===== src/rtl/uart_tx_buffered_pkg.sv =====
// uart_pkg: shared constants, transmitter state type and baud-rate helper
// for uart_tx_buffered and its byte FIFO.
package uart_pkg;

    localparam int DATA_BITS = 8;

    typedef enum logic [2:0] {
        IDLE,
        START,
        DATA,
        PARITY,
        STOP
    } tx_state_e;

    // Truncating divide, e.g. clks_per_bit(72_000_000, 921_600) = 78.
    function automatic int clks_per_bit(input int clk_hz, input int baud);
        return clk_hz / baud;
    endfunction

endpackage


===== src/rtl/uart_tx_buffered_fifo.sv =====
// byte_fifo: show-ahead synchronous FIFO; DEPTH must be a power of two so
// the pointers wrap naturally. Writes while full and reads while empty are ignored.
module byte_fifo #(
    parameter int WIDTH = 8,
    parameter int DEPTH = 16
) (
    input  logic                     clk,
    input  logic                     rst,
    input  logic                     wr_en,
    input  logic [WIDTH-1:0]         wr_data,
    input  logic                     rd_en,
    output logic [WIDTH-1:0]         rd_data,
    output logic                     full,
    output logic                     empty,
    output logic [$clog2(DEPTH):0]   count
);

    localparam int AW = $clog2(DEPTH);
    localparam logic [AW:0] CNT_FULL = (AW + 1)'(DEPTH);

    logic [WIDTH-1:0] mem [DEPTH];
    logic [AW-1:0]    wr_ptr;
    logic [AW-1:0]    rd_ptr;
    logic             do_wr;
    logic             do_rd;

    assign full    = (count == CNT_FULL);
    assign empty   = (count == '0);
    assign do_wr   = wr_en && !full;
    assign do_rd   = rd_en && !empty;
    assign rd_data = mem[rd_ptr];

    always_ff @(posedge clk) begin
        if (do_wr) begin
            mem[wr_ptr] <= wr_data;
        end
    end

    always_ff @(posedge clk or posedge rst) begin
        if (rst) begin
            wr_ptr <= '0;
            rd_ptr <= '0;
            count  <= '0;
        end else begin
            if (do_wr) begin
                wr_ptr <= wr_ptr + 1'b1;
            end
            if (do_rd) begin
                rd_ptr <= rd_ptr + 1'b1;
            end
            case ({do_wr, do_rd})
                2'b10:   count <= count + 1'b1;
                2'b01:   count <= count - 1'b1;
                default: count <= count;
            endcase
        end
    end

endmodule


===== src/rtl/uart_tx_buffered.sv =====
// uart_tx_buffered: FIFO-buffered UART transmitter, 8N1 LSB-first, valid/ready input.
// Define UART_TX_PARITY_EN to insert an even-parity bit before the stop bit (8E1).
module uart_tx_buffered
    import uart_pkg::*;
#(
    parameter int CLKS_PER_BIT = 78,
    parameter int FIFO_DEPTH   = 16
) (
    input  logic                          clk,
    input  logic                          rst,
    input  logic [7:0]                    in_data,
    input  logic                          in_valid,
    output logic                          in_ready,
    output logic [$clog2(FIFO_DEPTH):0]   fifo_count,
    output logic                          busy,
    output logic                          serial_tx
);

    localparam int CW = $clog2(CLKS_PER_BIT);
    localparam int BW = $clog2(DATA_BITS);
    localparam logic [CW-1:0] CNT_LAST = CW'(CLKS_PER_BIT - 1);
    localparam logic [BW-1:0] BIT_LAST = BW'(DATA_BITS - 1);

    tx_state_e              state_q;
    tx_state_e              state_d;
    logic [CW-1:0]          cnt_q;
    logic [CW-1:0]          cnt_d;
    logic [BW-1:0]          bit_q;
    logic [BW-1:0]          bit_d;
    logic [DATA_BITS-1:0]   shift_q;
    logic [DATA_BITS-1:0]   shift_d;
    logic [DATA_BITS-1:0]   head;
    logic                   tx_q;
    logic                   tx_d;
    logic                   pop;
    logic                   bit_done;
    logic                   fifo_full;
    logic                   fifo_empty;

    byte_fifo #(
        .WIDTH (DATA_BITS),
        .DEPTH (FIFO_DEPTH)
    ) u_fifo (
        .clk     (clk),
        .rst     (rst),
        .wr_en   (in_valid && in_ready),
        .wr_data (in_data),
        .rd_en   (pop),
        .rd_data (head),
        .full    (fifo_full),
        .empty   (fifo_empty),
        .count   (fifo_count)
    );

    assign in_ready  = !fifo_full;
    assign busy      = (state_q != IDLE);
    assign serial_tx = tx_q;
    assign bit_done  = (cnt_q == CNT_LAST);

    always_comb begin
        state_d = state_q;
        cnt_d   = cnt_q;
        bit_d   = bit_q;
        shift_d = shift_q;
        pop     = 1'b0;

        // Every non-idle state spends exactly one bit time; IDLE holds the counter at zero.
        if (state_q != IDLE) begin
            cnt_d = bit_done ? '0 : cnt_q + 1'b1;
        end

        case (state_q)
            IDLE: begin
                if (!fifo_empty) begin
                    shift_d = head;
                    pop     = 1'b1;
                    state_d = START;
                end
            end
            START: begin
                if (bit_done) begin
                    bit_d   = '0;
                    state_d = DATA;
                end
            end
            DATA: begin
                if (bit_done) begin
                    if (bit_q == BIT_LAST) begin
`ifdef UART_TX_PARITY_EN
                        state_d = PARITY;
`else
                        state_d = STOP;
`endif
                    end else begin
                        bit_d = bit_q + 1'b1;
                    end
                end
            end
`ifdef UART_TX_PARITY_EN
            PARITY: begin
                if (bit_done) begin
                    state_d = STOP;
                end
            end
`endif
            STOP: begin
                if (bit_done) begin
                    state_d = IDLE;
                end
            end
            default: begin
                state_d = IDLE;
            end
        endcase

        // Line level is decoded from the next state so serial_tx comes straight from a flop.
        case (state_d)
            START:   tx_d = 1'b0;
            DATA:    tx_d = shift_d[bit_d];
`ifdef UART_TX_PARITY_EN
            PARITY:  tx_d = ^shift_d;
`endif
            default: tx_d = 1'b1;
        endcase
    end

    always_ff @(posedge clk or posedge rst) begin
        if (rst) begin
            state_q <= IDLE;
            cnt_q   <= '0;
            bit_q   <= '0;
            shift_q <= '0;
            tx_q    <= 1'b1;
        end else begin
            state_q <= state_d;
            cnt_q   <= cnt_d;
            bit_q   <= bit_d;
            shift_q <= shift_d;
            tx_q    <= tx_d;
        end
    end

endmodule


===== config.mk =====
export PLATFORM = sky130hd
export DESIGN_NAME = uart_tx_buffered
export DESIGN_NICKNAME = d
export VERILOG_FILES = /design/src/rtl/uart_tx_buffered_pkg.sv /design/src/rtl/uart_tx_buffered_fifo.sv /design/src/rtl/uart_tx_buffered.sv
export SDC_FILE = /design/constraint.sdc
export NUM_CORES = 1
export LEC_CHECK = 0
export ABC_AREA = 0
export CORE_MARGIN = 4
export CORE_UTILIZATION = 60
export DETAILED_ROUTE_END_ITERATION = 10
export GPL_TIMING_DRIVEN = 0
export MAX_ROUTING_LAYER = met4
export PLACE_DENSITY_LB_ADDON = 0.2
export SETUP_SLACK_MARGIN = 0.05
export SLEW_MARGIN = 20
export SYNTH_ARGS = -nofsm -noshare
export SYNTH_HDL_FRONTEND = slang
export SYNTH_HIERARCHICAL = 1
export SYNTH_SLANG_ARGS = --single-unit

===== constraint.sdc =====
create_clock -name clk -period 3.6 [get_ports clk]
set_input_delay 0.72 -clock clk [delete_from_list [all_inputs] [get_ports clk]]
set_output_delay 0.72 -clock clk [all_outputs]
set_load 0.005 [all_outputs]

Word level (Yosys, flattened, before mapping). Memories as Yosys holds them, arrays and structs flattened. Index checks and enable logic that the tools add are counted.

Divide/modulo/power cells: 0. Reduce and logical (&&, ||, !) cells: 9. Equality and inequality tests: 10. Bitwise logic cells: 0. Mux-type cells: 21. Add/subtract/negate cells: 6. $mul: 0. Order comparisons: 1. Shift operators: 0.

Operators with widths (count): $mux 3 (8); $mux 8 (2); $pmux 3 s4 (1); $pmux 5 s2 (1); $add 4x1->4 const B (2); $add 7x1->7 const B (1); $eq 7x7->1 const B (1); $mux 7 (1); $eq 3x1->1 const B (2); $eq 3x2->1 const B (2); $eq 3x3->1 const B (2); $pmux 3 s2 (1); $add 5x1->5 const B (1); $eq 5x5->1 const B (1); $logic_not 5->1 (1); $mux 1 (5); $sub 5x1->5 const B (1); $lt 3x4->1 const B (1); $add 3x1->3 const B (1); $bmux 1 s3 (1); $logic_and 1x1->1 (3); $logic_not 3->1 (1); $reduce_bool 3->1 (1); $eq 2x1->1 const B (1); 4 further kinds (5).

Bits in registers: 35. Input port bits: 11. Bits in read-only memories: 0. Memories: 1. Bits in writable memories: 128. Bits in latches: 0. Output and inout port bits: 8.

Memories: u_fifo.mem (depth 16, bits a word 8, read ports 1, clocked after memory_dff 0, write ports 1, RTL line uart_tx_buffered_fifo.sv:21) `logic [WIDTH-1:0] mem [DEPTH];`.

Longest topological paths before layout.
Depth in word-level cells: 7. Gate-level depth with buffers: 15. Gate-level depth less buffers: 14.

By module. Netlist, hierarchy kept.

By module, submodules not included: byte_fifo (area each 5789.3 sq um, cells each 333, seq. area each 4169.0 sq um, instances 1); uart_tx_buffered (area each 1222.4 sq um, cells each 107, seq. area each 551.8 sq um, instances 1).

Worst setup path before layout. OpenSTA, ideal clock, no wires.

Path type: register to register. From: register u_fifo.count[0]. To: register u_fifo.count[4]. Buffers on the path: 1. Library setup time: 0.124 ns. Slack: 0.745 ns. Arrival time: 2.732 ns. Stages on the path, launching flop included: 13. Cells stage by stage: dfrtp_1 > nor4_2 > and2b_1 > nor2_8 > nor2b_1 > buf_6 > ha_1 > ha_1 > nor2b_1 > o21ai_0 > a21oi_1 > or3b_1 > xnor2_1.

Word-level cells in the longest chain between the ends: 6.

Ends and longest elaborated chain: start, declared (RTL line uart_tx_buffered_fifo.sv:15) `output logic [$clog2(DEPTH):0] count`; start signal, assigned (RTL line uart_tx_buffered_fifo.sv:52) `2'b10: count <= count + 1'b1;`; start signal, assigned (RTL line uart_tx_buffered_fifo.sv:53) `2'b01: count <= count - 1'b1;`; start signal, assigned (RTL line uart_tx_buffered_fifo.sv:54) `default: count <= count;`; $logic_not 5->1 (*) (RTL line uart_tx_buffered_fifo.sv:28) `assign empty = (count == '0);`; via fifo_empty (RTL line uart_tx_buffered.sv:38) `logic fifo_empty;`; $mux 1 (*) (RTL line uart_tx_buffered.sv:74) `if (!fifo_empty) begin`; $mux 1 (*) (RTL line uart_tx_buffered.sv:72) `case (state_q)`; via pop (RTL line uart_tx_buffered.sv:35) `logic pop;`; $logic_and 1x1->1 (*) (RTL line uart_tx_buffered_fifo.sv:30) `assign do_rd = rd_en && !empty;`; via u_fifo.do_rd (RTL line uart_tx_buffered_fifo.sv:25) `logic do_rd;`; $eq 2x1->1 / $eq 2x2->1 (equally long branches) (RTL line uart_tx_buffered_fifo.sv:51) `case ({do_wr, do_rd})`; $pmux 5 s2 / $reduce_bool 2->1 (equally long branches).

Mark *: on every way through the listed nets, which the timed path passes. The rest lies on a longest branch. A chain may end at the register's enable or synchronous reset.

Worst setup path after layout. Same ends and word-level chain as after synthesis.

==> impl_metrics.csv <==
group,metric,value,unit
place,dp_hpwl,9.34,mm
cts,cts_buffers,17,
cts,max-clock-path-buffers,2,
yosys,synthCells,440,
yosys,number_of_flops_mapped_to_enable_cells_by_yosys,128,
cts,cts.reportedPaths.clkPinSlew,0.06,ns
critical_path,cp.required,3.90,ns
yosys,syn-cell-area,7010,µm²
timing,part_of_the_cycle_the_worst_path_needs,89.0,%
drt,routed_wl,14.2,mm
drt,detailedRoute.firstPassIterationCount,5,
floorplan,die-width,116,µm
final_layout,final_nets,501,
yosys,yosysUniqueCellTypes,56,
pwr,peakVddDrop,0.465,mV
drt,num_vias,3949,
final_layout,area.growth.synth_to_final,14.4,%
cts,post_cts_resized,0,
job,maxCapViolations,0,
critical_path,timing.setup.critical_path_class,"reg2reg",
yosys,combinational_family_with_the_most_area_after_synthesis,"multiplexers",
cts,clock_sink_count,163,
critical_path,timing.critical_path.fanout_max,9,
yosys,total_of_flip_flops_plus_latches_after_synthesis,163,
grt,grt_first_pass_wirelength,22.3,mm
cts,clock_latency,0.42,ns
yosys,synth_async_sr_flop_share,21.5,%
timing,final_max_slew_viol_count,0,
yosys,synth_area_leaders,"edfxtp_1 (55%), dfrtp_1 (12%), mux4_2 (5.1%), mux2i_1 (3.9%), mux2_2 (2.2%)",
timing,rsz0062_at_grt,"no",
place,cell_total_after_placement,601,
timing,period_needed,3.20,ns
yosys,yosys-mux-area-fraction,11.9,%
critical_path,worst-r2r-setup-slack,0.40,ns
cts,tritoncts,"yes",
timing,finalSetupViolations,0,
yosys,syn-num-nets,464,
status,status,"finished clean",
place,routability_congestion_estimate_from_global_placement,0.845,
yosys,post_synth_fa_ha_maj_area_fraction,2.43,%
final_layout,instances_no_fill,633,
yosys,synthSimpleGateAreaFrac,6.50,%
yosys,synth_most_common_cell,"edfxtp_1",
yosys,synth_area_leader_cell,"edfxtp_1",
drt,route.antenna.remaining_nets,0,
critical_path,worst_ep_arrival_time,3.51,ns
place,port-buffer-count,18,
floorplan,num_io_pins,19,
timing,slew_headroom,40.8,%
timing,timing.clock.skew,0.00705,ns
critical_path,worst_setup_path_end_kind,"register",
grt,grt_util_all_layers,23.7,%
timing,fmaxAchievable,0.312,GHz
cts,cts.hold.buffers_added,0,
drt,routedWlPerCell,22.4,µm
drt,viasPerCell,6.24,
floorplan,floorplan.initialDensity,61.4,%
yosys,yosys.area_share.xor_xnor,1.75,%
cts,cts_root_buf,"clkbuf_16",
floorplan,fp.dieArea,13500,µm²
timing,worst_slew_pin_tran,0.887,ns
yosys,ys.flop_type,"edfxtp_1",
floorplan,design.core.area,11400,µm²
cts,cts_setup_buffers,0,
yosys,ys_seq_area_share,67.3,%
final_layout,drive_above_1_share,18.6,%
drt,remaining_drc_errors,0,
pwr,pwr_density_cell,599,nW/µm²
grt,grt_antenna_before_repair,0,
yosys,synth_top_cell_area_share,54.8,%
floorplan,rows,39,
grt,grt_pass1_vias,3915,
grt,grt_overflow_total,0,
cts,cts_htree_levels,4,
timing,fin_tns_setup,0,ns
yosys,synthesis.area_per_instance,15.9,µm²
critical_path,critPathLaunchType,"register",
pwr,static-leakage-power,3.01,nW
yosys,synth_compound_gate_area_share,7.19,%
floorplan,die-height,116,µm
drt,drt_first_iter_violations,305,
hold_path,hold_path.class,"reg2reg",
final_layout,num_antenna_cells,0,
grt,grt_start_max_net_pins,23,
yosys,ys_top_cells_by_count,"edfxtp_1 (128), dfrtp_1 (34), mux2i_1 (27), nand2_1 (25), o21ai_0 (23)",
yosys,ys_warn_count,6,
timing,hold_violations,0,
-- kinds of logic after synthesis --
logic type / Yosys count
flops: 163
simple gates: 81
compound gates: 75
mux: 60
buf+inv: 34
xor+xnor: 14
fa+ha+maj: 13
-- flip-flops by register name, indices dropped and copies added, names as in the netlist --
register and flops:
u_fifo/wr_ptr 4, u_fifo/mem 128, u_fifo/rd_ptr 4, u_fifo/count 5
bit_q 3, state_q 3, cnt_q 7, serial_tx 1
shift_q 8
-- final cells by class --
cell class | count | area, µm²
flip-flops and latches | 163 | 4720
multi-input cells | 243 | 2110
fillers | 758 | 3390
well taps | 143 | 179
inverters | 15 | 58.8
clock buffers | 21 | 450
clock inverters | 11 | 183
plain buffers | 19 | 146
repair buffers | 18 | 180
-- cell usage in the layout, fill, tap and decap left out, types with 2 or more instances in the layout --
cell type and instances:
and2b_1 2, nand2b_1 3, nand4_1 2, o31ai_1 2, xnor2_1 8, mux2_4 3
nor3_1 5, bufinv_16 5, clkbuf_1 8, clkbuf_16 17, nor2b_1 5, dfrtp_1 34
a41oi_1 2, buf_6 7, a221oi_1 8, a22oi_1 8, mux2_2 14, clkdlybuf4s50_1 18
nand3_1 4, edfxtp_1 128, xor2_1 6, nor2_1 17, a21oi_1 18, a2111oi_0 2
nand2_1 25, and2_1 2, o21ai_0 23, mux4_2 16, inv_1 14, ha_1 12
a21o_1 3, clkinv_2 5, nor3_2 4, buf_2 5, mux2i_1 27
-- critical path: stages (launching register included) --
cell and delay (ns):
dfrtp_1 0.44, nor4_2 0.39, and2b_1 0.33, nor2_8 0.10, nor2b_1 0.15, buf_6 0.15
ha_1 0.23, ha_1 0.33, nor2b_1 0.14, o21ai_0 0.21, a21oi_1 0.11, or3b_1 0.37
xnor2_1 0.13
-- path summary, 6_finish.rpt --
kind | depth (start not counted) | endpoint | startpoint
setup / recovery | 12 | u_fifo/count[4] | u_fifo/count[0]
hold / removal | 1 | shift_q[7] | shift_q[7]
setup reg to reg | 12 | u_fifo/count[4] | u_fifo/count[0]
hold reg to reg | 1 | shift_q[7] | shift_q[7]
max in group asynchronous | 2 | shift_q[5] | rst
min in group asynchronous | 2 | u_fifo/wr_ptr[3] | rst
-- metrics by stage --
stage | total power [W] | utilization (%) | cell area (µm²) | worst slack, ns | hold slack, ns
floorplan | 0.00266 | - | 7010 | 0.745 | 0.468
global placement | 0.00285 | 64.6 | 7370 | 0.312 | 0.484
detailed placement | 0.00290 | 64.7 | 7390 | 0.273 | 0.485
CTS | 0.00483 | 70.3 | 8020 | 0.400 | 0.500
global route | 0.00498 | 70.3 | 8020 | 0.140 | 0.510
finish | 0.00480 | 70.3 | 8020 | 0.396 | 0.500
-- where the power goes --
part | switching [W] | internal [W] | leakage (nW)
combinational | 0.000349 | 0.000209 | 1.12
clock | 0.000688 | 0.00124 | 0.311
sequential | 0.0000807 | 0.00223 | 1.59
-- metal layers --
layer | GRT usage [%] | routed length [µm] | vias up
li1 | - | - | 1767
met1 | 31.8 | 6070 | 2031
met2 | 36.5 | 7090 | 124
met3 | 5.13 | 710 | 27
met4 | 8.51 | 329 | 0
met5 | - | 0 | -
(Power assumes the default switching activity.)
